===== config.mk =====
export PLATFORM = sky130hd
export DESIGN_NAME = decode_control
export DESIGN_NICKNAME = d
export VERILOG_FILES = /design/src/rtl/decode_control_pkg.sv /design/src/rtl/decode_control_ctrl_decode.sv /design/src/rtl/decode_control.sv
export SDC_FILE = /design/constraint.sdc
export NUM_CORES = 1
export LEC_CHECK = 0
export CAP_MARGIN = 20
export CELL_PAD_IN_SITES_DETAIL_PLACEMENT = 1
export CELL_PAD_IN_SITES_GLOBAL_PLACEMENT = 1
export CORE_MARGIN = 3
export CORE_UTILIZATION = 44
export CTS_BUF_LIST = sky130_fd_sc_hd__clkbuf_4 sky130_fd_sc_hd__clkbuf_8 sky130_fd_sc_hd__clkbuf_16
export DETAILED_ROUTE_END_ITERATION = 16
export DONT_BUFFER_PORTS = 1
export PLACE_DENSITY_LB_ADDON = 0.25
export SLEW_MARGIN = 20
export SYNTH_ARGS = -nofsm -noshare
export SYNTH_HDL_FRONTEND = slang
export SYNTH_SLANG_ARGS = --single-unit

===== constraint.sdc =====
create_clock -name clk_i -period 4 [get_ports clk_i]
set_input_delay 1 -clock clk_i [delete_from_list [all_inputs] [get_ports clk_i]]
set_output_delay 1 -clock clk_i [all_outputs]
set_load 0.01 [all_outputs]

===== src/rtl/decode_control_pkg.sv =====
// Shared constants for the ID-stage control decoder: RV32 opcodes, ALU operation
// and operand-source codes, the ID/EX control bundle type and its bubble value.
package decode_control_pkg;

    localparam logic [6:0] OPC_OP     = 7'b0110011;
    localparam logic [6:0] OPC_OP_IMM = 7'b0010011;
    localparam logic [6:0] OPC_LOAD   = 7'b0000011;
    localparam logic [6:0] OPC_STORE  = 7'b0100011;
    localparam logic [6:0] OPC_BRANCH = 7'b1100011;
    localparam logic [6:0] OPC_JAL    = 7'b1101111;
    localparam logic [6:0] OPC_JALR   = 7'b1100111;

    localparam logic [6:0] FUNCT7_MULDIV = 7'b0000001;

    localparam logic [1:0] ALU_OP_LOAD_STORE = 2'b00;
    localparam logic [1:0] ALU_OP_BRANCH     = 2'b01;
    localparam logic [1:0] ALU_OP_REG        = 2'b10;
    localparam logic [1:0] ALU_OP_IMM        = 2'b11;

    localparam logic ALU_SRC_REG = 1'b0;
    localparam logic ALU_SRC_IMM = 1'b1;

    typedef struct packed {
        logic [1:0] alu_op;
        logic       alu_src;
        logic       reg_write;
        logic       mem_to_reg;
        logic       mem_read;
        logic       mem_write;
        logic       branch;
        logic       jump;
        logic       mul_div;
        logic       valid;
    } ctrl_t;

    localparam ctrl_t CTRL_BUBBLE = '{
        alu_op:     ALU_OP_REG,
        alu_src:    1'b0,
        reg_write:  1'b0,
        mem_to_reg: 1'b0,
        mem_read:   1'b0,
        mem_write:  1'b0,
        branch:     1'b0,
        jump:       1'b0,
        mul_div:    1'b0,
        valid:      1'b0
    };

    typedef enum logic {
        ST_RUN     = 1'b0,
        ST_MD_BUSY = 1'b1
    } state_t;

    // x0 is never a real producer, so a load targeting it cannot create a hazard.
    function automatic logic load_use_hazard(
        input logic       valid,
        input logic       ex_mem_read,
        input logic [4:0] ex_rd,
        input logic [4:0] rs1,
        input logic [4:0] rs2
    );
        return valid && ex_mem_read && (ex_rd != 5'd0) &&
               ((ex_rd == rs1) || (ex_rd == rs2));
    endfunction

endpackage


===== src/rtl/decode_control_ctrl_decode.sv =====
// Purely combinational opcode decoder producing the ID/EX control bundle
// for one instruction; flags opcodes it does not recognise.
module ctrl_decode
    import decode_control_pkg::*;
#(
    parameter int EN_M = 1
) (
    input  logic [6:0] i_opcode,
    input  logic [6:0] i_funct7,
    output ctrl_t      o_ctrl,
    output logic       o_illegal
);

    logic w_is_muldiv;

    assign w_is_muldiv = (EN_M != 0) && (i_funct7 == FUNCT7_MULDIV);

    always_comb begin
        o_ctrl    = CTRL_BUBBLE;
        o_illegal = 1'b0;
        case (i_opcode)
            OPC_OP: begin
                o_ctrl.alu_op    = ALU_OP_REG;
                o_ctrl.alu_src   = ALU_SRC_REG;
                o_ctrl.reg_write = 1'b1;
                o_ctrl.mul_div   = w_is_muldiv;
                o_ctrl.valid     = 1'b1;
            end
            OPC_OP_IMM: begin
                o_ctrl.alu_op    = ALU_OP_IMM;
                o_ctrl.alu_src   = ALU_SRC_IMM;
                o_ctrl.reg_write = 1'b1;
                o_ctrl.valid     = 1'b1;
            end
            OPC_LOAD: begin
                o_ctrl.alu_op     = ALU_OP_IMM;
                o_ctrl.alu_src    = ALU_SRC_IMM;
                o_ctrl.reg_write  = 1'b1;
                o_ctrl.mem_to_reg = 1'b1;
                o_ctrl.mem_read   = 1'b1;
                o_ctrl.valid      = 1'b1;
            end
            OPC_STORE: begin
                o_ctrl.alu_op    = ALU_OP_LOAD_STORE;
                o_ctrl.alu_src   = ALU_SRC_IMM;
                o_ctrl.mem_write = 1'b1;
                o_ctrl.valid     = 1'b1;
            end
            OPC_BRANCH: begin
                o_ctrl.alu_op  = ALU_OP_BRANCH;
                o_ctrl.alu_src = ALU_SRC_REG;
                o_ctrl.branch  = 1'b1;
                o_ctrl.valid   = 1'b1;
            end
            OPC_JAL, OPC_JALR: begin
                // The ALU computes the link/target address as an add
                o_ctrl.alu_op    = ALU_OP_LOAD_STORE;
                o_ctrl.alu_src   = ALU_SRC_IMM;
                o_ctrl.reg_write = 1'b1;
                o_ctrl.jump      = 1'b1;
                o_ctrl.valid     = 1'b1;
            end
            default: begin
                o_illegal = 1'b1;
            end
        endcase
    end

endmodule


===== src/rtl/decode_control.sv =====
// ID-stage control: decodes the instruction, detects load-use hazards, holds ID
// for multi-cycle mul/div ops and registers the ID/EX control bundle.
module decode_control
    import decode_control_pkg::*;
#(
    parameter int MULDIV_LAT = 4,
    parameter int EN_M       = 1
) (
    input  logic       clk_i,
    input  logic       rst_n_i,
    input  logic       Valid_i,
    input  logic [6:0] Opcode_i,
    input  logic [6:0] Funct7_i,
    input  logic [4:0] Rs1_i,
    input  logic [4:0] Rs2_i,
    input  logic       ExMemRead_i,
    input  logic [4:0] ExRd_i,
    input  logic       NoOp_i,
    output logic [1:0] ALUOp_o,
    output logic       ALUSrc_o,
    output logic       RegWrite_o,
    output logic       MemToReg_o,
    output logic       MemRead_o,
    output logic       MemWrite_o,
    output logic       Branch_o,
    output logic       Jump_o,
    output logic       MulDiv_o,
    output logic       Valid_o,
    output logic       Stall_o,
    output logic       Illegal_o
);

    localparam logic       MD_STALLS = (MULDIV_LAT > 1);
    localparam logic [3:0] MD_LOAD   = 4'(MULDIV_LAT - 1);

    state_t     r_state;
    state_t     w_state_next;
    logic [3:0] r_cnt;
    logic [3:0] w_cnt_next;
    ctrl_t      r_bundle;
    ctrl_t      w_bundle_next;
    logic       r_illegal;
    logic       w_illegal_next;

    ctrl_t      w_dec;
    logic       w_dec_illegal;
    logic       w_hazard;
    logic       w_busy;
    logic       w_issue;

    ctrl_decode #(
        .EN_M (EN_M)
    ) u_ctrl_decode (
        .i_opcode  (Opcode_i),
        .i_funct7  (Funct7_i),
        .o_ctrl    (w_dec),
        .o_illegal (w_dec_illegal)
    );

    assign w_hazard = load_use_hazard(Valid_i, ExMemRead_i, ExRd_i, Rs1_i, Rs2_i);
    assign w_busy   = (r_state == ST_MD_BUSY);
    assign w_issue  = Valid_i && !w_dec_illegal && !w_hazard && !NoOp_i && !w_busy;

    // State register
    always_ff @(posedge clk_i or negedge rst_n_i) begin
        if (!rst_n_i) begin
            r_state <= ST_RUN;
            r_cnt   <= 4'd0;
        end else begin
            r_state <= w_state_next;
            r_cnt   <= w_cnt_next;
        end
    end

    // Next-state logic; a flush always wins and aborts any mul/div hold
    always_comb begin
        w_state_next = r_state;
        w_cnt_next   = r_cnt;
        if (NoOp_i) begin
            w_state_next = ST_RUN;
            w_cnt_next   = 4'd0;
        end else begin
            case (r_state)
                ST_RUN: begin
                    if (w_issue && w_dec.mul_div && MD_STALLS) begin
                        w_state_next = ST_MD_BUSY;
                        w_cnt_next   = MD_LOAD;
                    end
                end
                ST_MD_BUSY: begin
                    if (r_cnt <= 4'd1) begin
                        w_state_next = ST_RUN;
                        w_cnt_next   = 4'd0;
                    end else begin
                        w_cnt_next = r_cnt - 4'd1;
                    end
                end
                default: begin
                    w_state_next = ST_RUN;
                    w_cnt_next   = 4'd0;
                end
            endcase
        end
    end

    // Output logic; an illegal op only reports once it would otherwise issue
    always_comb begin
        w_bundle_next  = w_issue ? w_dec : CTRL_BUBBLE;
        w_illegal_next = Valid_i && w_dec_illegal && !NoOp_i && !w_busy && !w_hazard;
        Stall_o        = rst_n_i && !NoOp_i && (w_hazard || w_busy);
    end

    always_ff @(posedge clk_i or negedge rst_n_i) begin
        if (!rst_n_i) begin
            r_bundle  <= CTRL_BUBBLE;
            r_illegal <= 1'b0;
        end else begin
            r_bundle  <= w_bundle_next;
            r_illegal <= w_illegal_next;
        end
    end

    assign ALUOp_o    = r_bundle.alu_op;
    assign ALUSrc_o   = r_bundle.alu_src;
    assign RegWrite_o = r_bundle.reg_write;
    assign MemToReg_o = r_bundle.mem_to_reg;
    assign MemRead_o  = r_bundle.mem_read;
    assign MemWrite_o = r_bundle.mem_write;
    assign Branch_o   = r_bundle.branch;
    assign Jump_o     = r_bundle.jump;
    assign MulDiv_o   = r_bundle.mul_div;
    assign Valid_o    = r_bundle.valid;
    assign Illegal_o  = r_illegal;

endmodule


Word-level counts from Yosys, hierarchy flattened
Cells that the tools add are included.
Cells by class
  $add $sub $neg: 1
  order comparisons: 1
  equal/unequal tests: 11
  multiplexer cells: 18
  bitwise gates (word level): 1
  reduce and logical (&&, ||, !) cells: 25
Operators by type and width (count)
  == test 7 bit, second input constant: 3
  == test 7 x 6 -> 1 bit, second input constant: 2
  logical AND 1 bit: 14
  two-way mux 4 bit: 3
  two-way mux 11 bit: 1
  == test 5 bit: 2
  two-way mux 1 bit: 10
  case mux 3 bit (3 select lines): 1
  case mux 4 bit (2 select lines): 1
  == test 7 x 1 -> 1 bit, second input constant: 1
  == test 7 x 2 -> 1 bit, second input constant: 1
  == test 7 x 5 -> 1 bit, second input constant: 1
  OR reduction 7 bit: 1
  nonzero test 5 bit: 1
  OR reduction 5 bit: 1
  less-or-equal comparator 4 x 1 -> 1 bit, second input constant: 1
  OR reduction 2 bit: 2
  subtractor 4 x 1 -> 4 bit, second input constant: 1
  zero test 1 bit: 3
  != test 3 bit, second input constant: 1
  OR reduction 3 bit: 1
  logical OR 1 bit: 2
  two-way mux 2 bit: 1
  case mux 1 bit (2 select lines): 1
  NOT 1 bit: 1
Word-level totals
  register bits: 17
  output and inout port bits: 13
  logic and storage cells: 70

Logic depth before layout (Yosys ltp)
  depth in word-level cells: 11
  mapped depth: 7

Cells and area by module
From an unflattened synthesis, not the netlist that was laid out.
Unflattened totals
  cell total of the unflattened synthesis: 104
  area total of the unflattened synthesis: 1022.2 um^2
By module, submodules not included
  decode_control: times used 1, cells an instance 78, area each 848.3 um^2
  ctrl_decode: times used 1, cells an instance 26, area each 173.9 um^2

Least setup slack after synthesis
Ideal clock, no wire load.
  kind: input -> output
  start: in ExRd_i[4]
  end: out Stall_o
  arrival: 2.013 ns
  data required time: 3.000 ns
  path slack: 0.987 ns
  stages on the path: 5
  buffers on the path: 0
  cell sequence: xnor2_1 > nand3_1 > o22ai_2 > a21oi_1 > nor3b_1
On the way
  longest elaborated chain between the ends: 5
  elaborated cells on any way between the ends: 8
  classes of those cells: eq/ne (2); reduce/logical (6)
RTL lines
  start: declaration: RTL line decode_control.sv:17  | input logic [4:0] ExRd_i,
  == test 5 bit / nonzero test 5 bit (equally long branches): RTL line decode_control_pkg.sv:63, decode_control_pkg.sv:62
  logical OR 1 bit / logical AND 1 bit (equally long branches): RTL line decode_control_pkg.sv:63, decode_control_pkg.sv:62
  logical AND 1 bit (*): RTL line decode_control_pkg.sv:62  | return valid && ex_mem_read && (ex_rd != 5'd0) &&
  logical OR 1 bit (*): RTL line decode_control.sv:110  | Stall_o = rst_n_i && !NoOp_i && (w_hazard || w_busy);
  logical AND 1 bit (*): RTL line decode_control.sv:110
  end: declaration: RTL line decode_control.sv:29  | output logic Stall_o,
Mark *: on every way between the ends. The rest lies on a longest branch, timed or not.

Final worst setup path
  start: in ExRd_i[0]
  end: out Stall_o
Same word-level chain as after synthesis.

==> flow_summary.ini <==
[setup_path]
slowest_stage = o22ai_2
worstSetupStartpointType = input pin
critPathBufInv = 0
rr_endpoint = r_cnt[3]
r2r_setup_slack_ns = 1.90
rr_startpoint = r_cnt[0]
path_max_fanout = 7
cp_top_family = compound AO/OA/AOI/OAI gates
cp_cell_sequence = xnor2_1, nand3_1, o22ai_2, a21oi_1, nor3b_1
cp_data_required_time_ns = 3.00
arrival_ns = 2.14
critical-path-max-stage-delay_ns = 0.41
r2r_cells = 7
crit_type = input pin to output pin
cp-end-kind = output pin

[clock_tree]
path_clk_slew_ns = 0.10
tritoncts = done
numClockSinks = 16
clockBufferDepth = 2
clk_latency_ns = 0.31
post_cts_buffers = 0
numCtsBuffers = 3
cts_htree_levels = 1
post_cts_resized = 0
hold_buffers = 0
root_buffer = clkbuf_4

[final_layout]
final_layout_size_suffix_gt1_share_pct = 11.7
stdcell_area_um2 = 1020
syn2layout_area_growth_pct = 6.51
fin_nets = 140
diodes = 0
fillers = 243

[synthesis]
ys_ff_latch = 16
syn-num-nets = 136
synth_cell_types = 33
yosysSeqAreaShare_pct = 41.8
synthCells = 100
synthesis.area_um2 = 961
synth_area_per_cell_um2 = 9.61
yosys_warnings = 0

[global_route]
groute.usage.overall_pct = 17.8
antenna_found_initial = 0
grt_first_pass_wirelength_um = 3510
grt_max_degree = 18
overflow = 0
grt_pass1_vias = 807

[power]
swShare_pct = 23.8
pwr-share-seq_pct = 53.5
p_per_area_nw_per_um2 = 299
switchingPower_uw = 72.8
p_int_uw = 233
p_clk_share_pct = 36.7
leakage_nw = 0.435
power_frac_comb_pct = 9.8
ir_drop_mv = 0.183

[route]
vias_per_cell = 5.68
drcViolationCount = 0
num_vias = 738
wirelength_um = 2230
ant_nets = 0
firstDrtPassIters = 3
wire_per_inst_um = 17.2
drt_iter0_markers = 8

[hold_path]
hold_path.class = input pin to async pin

[floorplan]
dieWidth_um = 52.7
initial_core_util_pct = 47.5
dieArea_um2 = 2780
core_area_um2 = 2020
pin_count = 47
rows = 16
die_y_um = 52.7

[run_status]
status = finished clean

[sta]
finalMaxSlewViolations = 0
skew_ns = 0.00590
finalSetupTns_ns = 0
relSlewSlack_pct = 37.5
rsz0062_at_grt = no
hold_viol = 0
fin_crit_ns = 3.14
finalCritPeriodShare_pct = 78.6
worst_pin_slew_ns = 0.923
setup_viol = 0
fmax_mhz = 318

[place]
place_congestion = 0.791
placed_cell_area_um2 = 987
dp_hpwl_um = 1800
io_buffers = 0

[run]
drv_cap = 0
[through the flow]
stage	util [%]	hold WS [ns]	cells	setup WS (ns)	power [mW]
after floorplan	-	0.486	100	0.987	0.193
after global placement	48.8	0.506	126	0.882	0.196
after detailed placement	48.8	0.509	126	0.821	0.197
after CTS	50.6	0.370	130	0.817	0.309
after global routing	50.6	0.353	130	0.700	0.318
final	50.6	0.372	130	0.857	0.306
[routing by layer]
layer	up-vias	track usage (%)	share of wire, %
met5	-	0	0
met4	0	8.09	1.7
met3	5	7.69	7.9
met2	27	30.2	50
met1	342	18.9	40
li1	364	-	-
[registers in the layout, indices dropped and copies added, names as in the netlist]
signal	cells
r_state	1
MulDiv_o	1
MemWrite_o	1
Illegal_o	1
MemRead_o	1
RegWrite_o	1
ALUSrc_o	1
Branch_o	1
Jump_o	1
Valid_o	1
r_cnt	4
ALUOp_o	2
[worst max-delay path by stage]
stage,slack (ns),startpoint,depth (start not counted),to
after CTS,0.82,ExRd_i[0],5,Stall_o
after global placement,0.88,ExRd_i[2],5,Stall_o
after global routing,0.70,ExRd_i[0],5,Stall_o
after detailed placement,0.82,ExRd_i[0],5,Stall_o
final,0.86,ExRd_i[0],5,Stall_o
after floorplan,0.99,ExRd_i[4],5,Stall_o
[cell usage in the layout (no fill, tap or decap), types with 2 or more instances in the layout]
cell type	count
dfrtp_1	15
nand2b_1	3
clkbuf_4	3
nand4_1	2
inv_1	4
and2_1	2
ha_1	2
nor2_1	10
o21ai_0	3
a21oi_1	8
nand2_1	7
xnor2_1	10
nor3_1	2
nor4_1	2
a31oi_1	2
nand3_1	4
a211o_2	2
or3_1	2
nor3b_1	2
nor2b_1	4
[layout make-up]
type / instances / area, um^2 / area share [%]
Multi-Input combinational cell: 79 / 537 / 52.4
Sequential cell: 16 / 402 / 39.2
Clock buffer: 4 / 36.3 / 3.55
Tap cell: 27 / 33.8 / 3.30
Inverter: 4 / 15.0 / 1.47
[logic make-up after synthesis]
kind of cell	Yosys count	synth area share (%)
multiplexers	1	1.04
AO/OA/AOI/OAI	24	20.3
buffers and inverters	5	2.34
AND/OR/NAND/NOR	42	22.8
flip-flops	16	41.8
XOR/XNOR	10	9.11
adder cells (fa/ha/maj)	2	2.60
[power groups by stage]
stage | clock network, mW | registers, mW | logic, mW
finish | 0.112 | 0.164 | 0.0302
global route | 0.120 | 0.164 | 0.0338
CTS | 0.114 | 0.164 | 0.0306
detailed placement | 0 | 0.167 | 0.0304
global placement | 0 | 0.167 | 0.0290
floorplan | 0 | 0.167 | 0.0259
[cell usage after synthesis]
library cell / number / area (um^2)
dfrtp_1: 15 / 375
nor2_1: 10 / 37.5
xnor2_1: 10 / 87.6
a21oi_1: 8 / 40.0
nand2_1: 7 / 26.3
inv_1: 4 / 15.0
nand3_1: 4 / 20.0
nor2b_1: 4 / 25.0
nand2b_1: 3 / 18.8
o21ai_0: 3 / 15.0
a211o_2: 2 / 20.0
a31oi_1: 2 / 12.5
and2_1: 2 / 12.5
ha_1: 2 / 25.0
nand4_1: 2 / 12.5
nor3_1: 2 / 10.0
nor3b_1: 2 / 15.0
nor4_1: 2 / 12.5
or3_1: 2 / 12.5
a2111oi_2: 1 / 15.0
a211oi_1: 1 / 7.51
a211oi_4: 1 / 20.0
a21boi_0: 1 / 7.51
a21oi_2: 1 / 8.76
and3_1: 1 / 6.26
and4b_1: 1 / 10.0
buf_4: 1 / 7.51
dfstp_2: 1 / 26.3
mux2i_1: 1 / 10.0
o22ai_1: 1 / 6.26
o22ai_2: 1 / 12.5
o311a_4: 1 / 21.3
o311ai_1: 1 / 8.76
(Power assumes the default switching activity.)
